[config.mk]
export PLATFORM = sky130hd
export DESIGN_NAME = regfile_write_arbiter_flat
export DESIGN_NICKNAME = d
export VERILOG_FILES = /design/src/rtl/regfile_write_arbiter_if.sv /design/src/rtl/regfile_write_arbiter.sv /design/src/flat_wrapper.sv
export SDC_FILE = /design/constraint.sdc
export NUM_CORES = 1
export LEC_CHECK = 0
export BUFFER_PORTS_ARGS = -buffer_cell sky130_fd_sc_hd__buf_4
export CAP_MARGIN = 20
export CORE_MARGIN = 2
export CORE_UTILIZATION = 45
export CTS_CLUSTER_DIAMETER = 40
export DETAILED_ROUTE_END_ITERATION = 7
export PLACE_DENSITY = 0.78
export SYNTH_ARGS = -nofsm -noshare
export SYNTH_HDL_FRONTEND = slang
export SYNTH_SLANG_ARGS = --single-unit
[constraint.sdc]
create_clock -name clk -period 3.8 [get_ports clk]
set_input_delay 0.76 -clock clk [delete_from_list [all_inputs] [get_ports clk]]
set_output_delay 0.76 -clock clk [all_outputs]
set_load 0.01 [all_outputs]
[src/rtl/regfile_write_arbiter_if.sv]
// Write-request bundle for the two requesters that share the Register_File write port.
// master: the requester side (core writeback / debug loader); slave: the arbiter.
interface regfile_write_arbiter_if #(
  parameter int unsigned DATA_WIDTH = 32,
  parameter int unsigned ADDR_WIDTH = 5
);
  logic                  a_valid;
  logic                  a_ready;
  logic [ADDR_WIDTH-1:0] a_addr;
  logic [DATA_WIDTH-1:0] a_data;
  logic                  b_valid;
  logic                  b_ready;
  logic [ADDR_WIDTH-1:0] b_addr;
  logic [DATA_WIDTH-1:0] b_data;

  modport master (
    output a_valid, a_addr, a_data,
    output b_valid, b_addr, b_data,
    input  a_ready, b_ready
  );

  modport slave (
    input  a_valid, a_addr, a_data,
    input  b_valid, b_addr, b_data,
    output a_ready, b_ready
  );
endinterface

[src/rtl/regfile_write_arbiter.sv]
// Owner of the Register_File write port. After reset it sweeps x1..xN with INIT_VALUE,
// then round-robin arbitrates between port A (writeback) and port B (debug/loader).
// Writes to x0 complete the handshake but never raise WE3.
module regfile_write_arbiter #(
  parameter int unsigned           DATA_WIDTH = 32,
  parameter int unsigned           ADDR_WIDTH = 5,
  parameter logic [DATA_WIDTH-1:0] INIT_VALUE = '0
) (
  input  logic                  clk,
  input  logic                  rst_n,
  regfile_write_arbiter_if.slave bus,
  output logic                  WE3,
  output logic [ADDR_WIDTH-1:0] WA3,
  output logic [DATA_WIDTH-1:0] WD3,
  output logic                  init_done
);

  localparam logic [1:0] ST_INIT = 2'd0;
  localparam logic [1:0] ST_RUN  = 2'd1;

  localparam logic PTR_A = 1'b0;
  localparam logic PTR_B = 1'b1;

  logic [1:0]            r_state;
  logic [ADDR_WIDTH-1:0] r_cnt;
  logic                  r_ptr;
  logic                  r_we;
  logic [ADDR_WIDTH-1:0] r_wa;
  logic [DATA_WIDTH-1:0] r_wd;
  logic                  r_init_done;

  logic w_run;
  logic w_grant_a;
  logic w_grant_b;

  // Grant decode: single requester wins outright, contention resolved by the pointer.
  always_comb begin
    w_run     = (r_state == ST_RUN);
    w_grant_a = w_run && bus.a_valid && (!bus.b_valid || (r_ptr == PTR_A));
    w_grant_b = w_run && bus.b_valid && (!bus.a_valid || (r_ptr == PTR_B));
  end

  assign bus.a_ready = w_grant_a;
  assign bus.b_ready = w_grant_b;

  assign WE3       = r_we;
  assign WA3       = r_wa;
  assign WD3       = r_wd;
  assign init_done = r_init_done;

  // Init sweep, then registered write-port drive from the granted requester.
  always_ff @(posedge clk or negedge rst_n) begin
    if (!rst_n) begin
      r_state     <= ST_INIT;
      r_cnt       <= ADDR_WIDTH'(1);
      r_ptr       <= PTR_A;
      r_we        <= 1'b0;
      r_wa        <= '0;
      r_wd        <= '0;
      r_init_done <= 1'b0;
    end else begin
      case (r_state)
        ST_INIT: begin
          // Leave INIT only once the last register's write has been on the port,
          // so no request is accepted while the sweep is still visible.
          if (r_we && (r_wa == '1)) begin
            r_state     <= ST_RUN;
            r_we        <= 1'b0;
            r_init_done <= 1'b1;
          end else begin
            r_we  <= 1'b1;
            r_wa  <= r_cnt;
            r_wd  <= INIT_VALUE;
            r_cnt <= r_cnt + 1'b1;
          end
        end
        ST_RUN: begin
          r_we <= 1'b0;
          if (w_grant_a) begin
            r_ptr <= PTR_B;
            if (bus.a_addr != '0) begin
              r_we <= 1'b1;
              r_wa <= bus.a_addr;
              r_wd <= bus.a_data;
            end
          end else if (w_grant_b) begin
            r_ptr <= PTR_A;
            if (bus.b_addr != '0) begin
              r_we <= 1'b1;
              r_wa <= bus.b_addr;
              r_wd <= bus.b_data;
            end
          end
        end
        default: begin
          r_state     <= ST_INIT;
          r_cnt       <= ADDR_WIDTH'(1);
          r_ptr       <= PTR_A;
          r_we        <= 1'b0;
          r_init_done <= 1'b0;
        end
      endcase
    end
  end

endmodule
[src/flat_wrapper.sv]
// flat-port wrapper written by rule: the top's interface ports become plain ports
module regfile_write_arbiter_flat 
#(
  parameter int unsigned           DATA_WIDTH = 32,
  parameter int unsigned           ADDR_WIDTH = 5,
  parameter logic [DATA_WIDTH-1:0] INIT_VALUE = '0
)
  (clk, rst_n, WE3, WA3, WD3, init_done, bus_a_valid, bus_a_addr, bus_a_data, bus_b_valid, bus_b_addr, bus_b_data, bus_a_ready, bus_b_ready);
  regfile_write_arbiter_if #(.DATA_WIDTH(DATA_WIDTH), .ADDR_WIDTH(ADDR_WIDTH)) bus_i ();
  input  logic clk;
  input  logic rst_n;
  output logic WE3;
  output logic [ADDR_WIDTH-1:0] WA3;
  output logic [DATA_WIDTH-1:0] WD3;
  output logic init_done;
  input wire logic [$bits(bus_i.a_valid)-1:0] bus_a_valid;
  input wire logic [$bits(bus_i.a_addr)-1:0] bus_a_addr;
  input wire logic [$bits(bus_i.a_data)-1:0] bus_a_data;
  input wire logic [$bits(bus_i.b_valid)-1:0] bus_b_valid;
  input wire logic [$bits(bus_i.b_addr)-1:0] bus_b_addr;
  input wire logic [$bits(bus_i.b_data)-1:0] bus_b_data;
  output wire logic [$bits(bus_i.a_ready)-1:0] bus_a_ready;
  output wire logic [$bits(bus_i.b_ready)-1:0] bus_b_ready;
  assign bus_i.a_valid = bus_a_valid;
  assign bus_i.a_addr = bus_a_addr;
  assign bus_i.a_data = bus_a_data;
  assign bus_i.b_valid = bus_b_valid;
  assign bus_i.b_addr = bus_b_addr;
  assign bus_i.b_data = bus_b_data;
  assign bus_a_ready = bus_i.a_ready;
  assign bus_b_ready = bus_i.b_ready;
  regfile_write_arbiter #(.DATA_WIDTH(DATA_WIDTH), .ADDR_WIDTH(ADDR_WIDTH), .INIT_VALUE(INIT_VALUE)) u_core (.clk(clk), .rst_n(rst_n), .bus(bus_i), .WE3(WE3), .WA3(WA3), .WD3(WD3), .init_done(init_done));
endmodule
Yosys cells after proc, flatten, opt, wreduce, memory -nomap -nowiden
Cells that the tools add are included.

Output and inout port bits: 41. Bits of input ports: 78. Bits in registers: 47.

Reductions and logical operators: 17. Muxes and demuxes: 27. $add $sub $neg: 1. Bitwise operators: 3. Eq/ne operators: 7.

Operators by type and width (number): two-way mux 32 bit (5); case mux 32 bit (2 select lines) (1); two-way mux 5 bit (6); case mux 5 bit (2 select lines) (2); nonzero test 5 bit (2); != test 3 bit (second input constant) (3); two-way mux 1 bit (8); case mux 1 bit (2 select lines) (3); AND reduction 2 bit (3); adder 5 x 1 -> 5 bit (second input constant) (1); equality test 5 bit (second input constant) (1); logical AND 1 bit (5); AND reduction 5 bit (1); case mux 2 bit (2 select lines) (1); inverter 1 bit (3); equality test 2 x 1 -> 1 bit (second input constant) (1); logical NOT 1 bit (2); logical NOT 2 bit (1); logical OR 1 bit (2); two-way mux 2 bit (1); != test 2 x 1 -> 1 bit (second input constant) (1); != test 2 bit (second input constant) (1); nonzero test 2 bit (1).

Longest topological paths before layout
Depth after elaboration: 6. Mapped depth: 8.

Least setup slack after synthesis
No wires, ideal clock.

Path kind: in2reg. Start: input bus_b_valid. End: register u_core.r_wa[0] (netlist: u_core.WA3[0]). Data arrival time: 2.065 ns. Path slack: 1.610 ns. Stages: 8. Data required time: 3.675 ns. Path buffers: 3. Setup time: 0.125 ns. Path through: and2_1 or2_1 buf_4 inv_2 a221o_1 buf_6 buf_6 mux2_4.

Word-level cells in the longest chain between the ends: 5. Elaborated cells between the ends (all ways): 11. Classes of those cells: 3 x eq/ne; 2 x mux; 6 x reduce/logical.

Ends and longest elaborated chain: start, declared (line flat_wrapper.sv:19) `input wire logic [$bits(bus_i.b_valid)-1:0] bus_b_valid;`; logical NOT 1 bit * (line regfile_write_arbiter.sv:39) `w_grant_a = w_run && bus.a_valid && (!bus.b_valid || (r_ptr == PTR_A));`; logical OR 1 bit * (line regfile_write_arbiter.sv:39); logical AND 1 bit * (line regfile_write_arbiter.sv:39); via bus_a_ready (line flat_wrapper.sv:22) `output wire logic [$bits(bus_i.a_ready)-1:0] bus_a_ready;`; != test 3 bit (no line) / two-way mux 5 bit (equally long branches); AND reduction 5 bit (no line) / case mux 5 bit (2 select lines) (equally long branches); end signal, assigned (line regfile_write_arbiter.sv:72) `r_wa <= r_cnt;`; end signal, assigned (line regfile_write_arbiter.sv:83) `r_wa <= bus.a_addr;`; end signal, assigned (line regfile_write_arbiter.sv:90) `r_wa <= bus.b_addr;`; end, declared (line regfile_write_arbiter.sv:28) `logic [ADDR_WIDTH-1:0] r_wa;`.

Mark *: on every way through the listed nets, which the timed path passes. The rest lies on a longest branch. A chain may end at the register's enable or synchronous reset.

==> load_flow_metrics.sql <==
INSERT INTO impl_metrics (metric_group, metric, value, unit) VALUES
('outcome', 'outcome', 'finished, final reports clean', ''),
('sta', 'final_hold_viol_count', '0', ''),
('logic_synthesis', 'synth_cell_types', '28', ''),
('final_layout', 'areaGrowthSynthToFinish', '40.4', '%'),
('sta', 'finalCritPeriodShare', '0.705', ''),
('logic_synthesis', 'syn-cell-area', '2530', 'sq um'),
('placement', 'dpl.hpwl', '4330', 'um'),
('sta', 'grt_setup_unrepaired', 'no', ''),
('clock_network', 'cts_num_sinks', '45', ''),
('grt', 'antenna_found_initial', '0', ''),
('final_layout', 'post_route_cells_drive_above_1_share', '0.482', ''),
('logic_synthesis', 'sequential_to_total_area_share_from_yosys_stat', '0.446', ''),
('critical_path', 'startpoint_type', 'flop', ''),
('hold_path', 'worstHoldPathType', 'in2async', ''),
('logic_synthesis', 'asyncSetResetFlopFracSynth', '1.00', ''),
('power_and_ir_drop', 'clock_power_share', '0.260', ''),
('sta', 'worst_setup_skew_after_layout', '0.00752', 'ns'),
('floorplanning', 'chipWidth', '79.0', 'um'),
('critical_path', 'cp_max_fo', '49', ''),
('critical_path', 'timing.critical_path.arrival', '2.86', 'ns'),
('critical_path', 'path_class', 'reg2reg', ''),
('clock_network', 'post_cts.resized_instances', '0', ''),
('floorplanning', 'io-pin-count', '119', ''),
('clock_network', 'cts_tree', 'built', ''),
('routing', 'detailedRoute.firstIterationViolations', '117', ''),
('power_and_ir_drop', 'power_per_cell_area', '406', 'nW/um^2'),
('final_layout', 'fillCellCount', '473', ''),
('sta', 'max_freq', '373', 'MHz'),
('routing', 'ant_nets', '0', ''),
('sta', 'report.final.slew_viol_count', '0', ''),
('sta', 'worst_slew_pin_slew', '1.05', 'ns'),
('critical_path', 'critPathCaptureType', 'flop', ''),
('placement', 'postPlaceCellArea', '3430', 'sq um'),
('grt', 'grt_start_max_net_pins', '50', ''),
('logic_synthesis', 'number_of_synthesized_flops_with_an_enable_pin', '0', ''),
('power_and_ir_drop', 'power.combinational.fraction', '0.318', ''),
('sta', 'slew-limit-headroom', '0.302', ''),
('grt', 'grt_most_used_layer', 'met2', ''),
('grt', 'grt_remaining_overflow', '0', ''),
('grt', 'first_pass_grt_wire_length', '10300', 'um'),
('floorplanning', 'die-area', '6230', 'sq um'),
('placement', 'io_buffer_count', '118', ''),
('floorplanning', 'core_area', '5470', 'sq um'),
('power_and_ir_drop', 'sequentialPowerShare', '0.422', ''),
('routing', 'post-route-drc-count', '0', ''),
('floorplanning', 'floorplan.die.height', '79.0', 'um'),
('routing', 'num_vias', '2244', ''),
('routing', 'overall_routed_net_length', '6260', 'um'),
('clock_network', 'htreeDepth', '2', ''),
('routing', 'wl_per_cell', '14.7', 'um'),
('clock_network', 'clockBufferDepth', '2', ''),
('logic_synthesis', 'yosys_register_bits', '45', ''),
('sta', 'setup-violations-final', '0', ''),
('clock_network', 'cts_hold_buf', '0', ''),
('critical_path', 'worst_ep_required_time', '3.98', 'ns'),
('clock_network', 'cts_buffers', '5', ''),
('final_layout', 'antenna_diode_count', '0', ''),
('final_layout', 'layout.cell_area.non_filler', '3550', 'sq um'),
('grt', 'gr-usage-all-layers', '0.208', ''),
('floorplanning', 'floorplan.initialDensity', '0.462', ''),
('final_layout', 'multi_input_comb_area', '1150', 'sq um'),
('power_and_ir_drop', 'swShare', '0.277', ''),
('power_and_ir_drop', 'power_leakage', '1.78', 'nW'),
('final_layout', 'num-nets-final', '433', ''),
('sta', 'setup_tns_after_final_layout', '0', 'ns'),
('logic_synthesis', 'syn-instance-count', '246', ''),
('clock_network', 'cts_root_cell', 'sky130_fd_sc_hd__clkbuf_8', ''),
('routing', 'mean_number_of_vias_per_cell', '5.26', ''),
('final_layout', 'seq_area', '1130', 'sq um'),
('grt', 'grt_util_met1', '0.279', ''),
('logic_synthesis', 'synth.yosys.warnings', '0', '');
-- flip-flops by register name, indices dropped and copies added (netlist names) --
signal            count
u_core.WD3           32
u_core.init_done      1
u_core.r_ptr          1
u_core.WE3            1
u_core.r_cnt          5
u_core.WA3            5
-- power groups by stage --
stage	clock network, mW	registers (mW)	logic, mW
CTS	0.384	0.607	0.463
detailed placement	0	0.614	0.462
floorplan	0	0.645	0.199
global route	0.407	0.618	0.497
finish	0.375	0.607	0.457
global placement	0	0.614	0.453
-- worst max-delay path, cell delays in order, from the launching register on --
cell                      delay [ns]
sky130_fd_sc_hd__dfrtp_1        0.36
sky130_fd_sc_hd__buf_4          0.44
sky130_fd_sc_hd__nand2_1        0.12
sky130_fd_sc_hd__or2_1          0.28
sky130_fd_sc_hd__inv_2          0.07
sky130_fd_sc_hd__a221o_2        0.85
sky130_fd_sc_hd__mux2_2         0.42
-- final cells by class --
| type | count | share of cell area |
|---|---|---|
| Sequential cell | 45 | 0.318 |
| Multi-Input combinational cell | 142 | 0.325 |
| Tap cell | 72 | 0.0254 |
| Clock inverter | 2 | 0.0106 |
| Timing Repair Buffer | 122 | 0.258 |
| Clock buffer | 6 | 0.0233 |
| Inverter | 38 | 0.0402 |
-- layout by cell type (no fill, tap or decap) --
master,instances
sky130_fd_sc_hd__inv_2,1
sky130_fd_sc_hd__dfstp_2,1
sky130_fd_sc_hd__mux2_4,19
sky130_fd_sc_hd__and4_1,1
sky130_fd_sc_hd__or2_1,1
sky130_fd_sc_hd__clkbuf_8,6
sky130_fd_sc_hd__o221ai_1,1
sky130_fd_sc_hd__nor2_1,5
sky130_fd_sc_hd__a31oi_1,5
sky130_fd_sc_hd__nand4_1,2
sky130_fd_sc_hd__nor4_1,1
sky130_fd_sc_hd__xnor2_1,4
sky130_fd_sc_hd__a221o_2,1
sky130_fd_sc_hd__and2_1,1
sky130_fd_sc_hd__o2111ai_1,4
sky130_fd_sc_hd__nor3_1,1
sky130_fd_sc_hd__nand2_1,5
sky130_fd_sc_hd__a21oi_1,1
sky130_fd_sc_hd__buf_4,122
sky130_fd_sc_hd__o21ai_0,37
sky130_fd_sc_hd__o211ai_1,33
sky130_fd_sc_hd__mux2_2,19
sky130_fd_sc_hd__bufinv_16,1
sky130_fd_sc_hd__ha_1,1
sky130_fd_sc_hd__inv_1,37
sky130_fd_sc_hd__clkinvlp_4,1
sky130_fd_sc_hd__dfrtp_1,44
-- synth_stat cells, types with 2 or more instances --
| cell | number | area, sq um |
|---|---|---|
| sky130_fd_sc_hd__buf_6 | 3 | 33.8 |
| sky130_fd_sc_hd__buf_1 | 2 | 7.51 |
| sky130_fd_sc_hd__clkbuf_1 | 14 | 52.6 |
| sky130_fd_sc_hd__a31oi_1 | 5 | 31.3 |
| sky130_fd_sc_hd__o21ai_0 | 37 | 185 |
| sky130_fd_sc_hd__mux2_4 | 19 | 285 |
| sky130_fd_sc_hd__o211ai_1 | 33 | 248 |
| sky130_fd_sc_hd__dfrtp_1 | 44 | 1100 |
| sky130_fd_sc_hd__mux2_2 | 19 | 214 |
| sky130_fd_sc_hd__inv_1 | 37 | 139 |
| sky130_fd_sc_hd__nand2_1 | 5 | 18.8 |
| sky130_fd_sc_hd__nor2_1 | 5 | 18.8 |
| sky130_fd_sc_hd__o2111ai_1 | 4 | 35.0 |
| sky130_fd_sc_hd__nand4_1 | 2 | 12.5 |
| sky130_fd_sc_hd__xnor2_1 | 4 | 35.0 |
-- worst paths after layout --
kind                                        from              end  slack (ns)  cells past startpoint
worst min register to register   u_core.r_cnt[4]  u_core.r_cnt[4]        0.49                      1
worst max-delay path            u_core.init_done   u_core.WD3[25]        1.12                      6
worst max register to register  u_core.init_done   u_core.WD3[25]        1.12                      6
min in group clk                 u_core.r_cnt[4]  u_core.r_cnt[4]        0.49                      1
worst min-delay path                       rst_n    u_core.WD3[6]        0.45                      1
max in group asynchronous                  rst_n   u_core.WD3[30]        2.96                      1
-- cell families (layout without fill, tap and decap cells) --
group                      Yosys count  after routing  share of synthesized area
DFF                                 45             45                      0.446
adders and majority gates            1              1                    0.00495
AOI/OAI and AO/OA                   82             82                      0.207
and+or+nand+nor                     17             17                     0.0327
buffers and inverters               59            168                     0.0985
muxes                               38             38                      0.197
xor gates and xnor gates             4              4                     0.0139
-- metal layers --
layer,vias to the layer above,wire (um)
li1,1082,-
met1,1071,2850
met2,86,2910
met3,5,452
met4,0,53
met5,-,0
-- through the flow --
stage	worst slack, ns	hold WS (ns)	power [mW]	instances
finish	1.12	0.452	1.44	427
global route	0.957	0.492	1.52	427
CTS	1.15	0.475	1.45	427
detailed placement	1.07	0.466	1.08	419
global placement	1.09	0.462	1.07	419
floorplan	1.61	0.446	0.844	246
No activity file was read; power rests on OpenSTA's default activity.
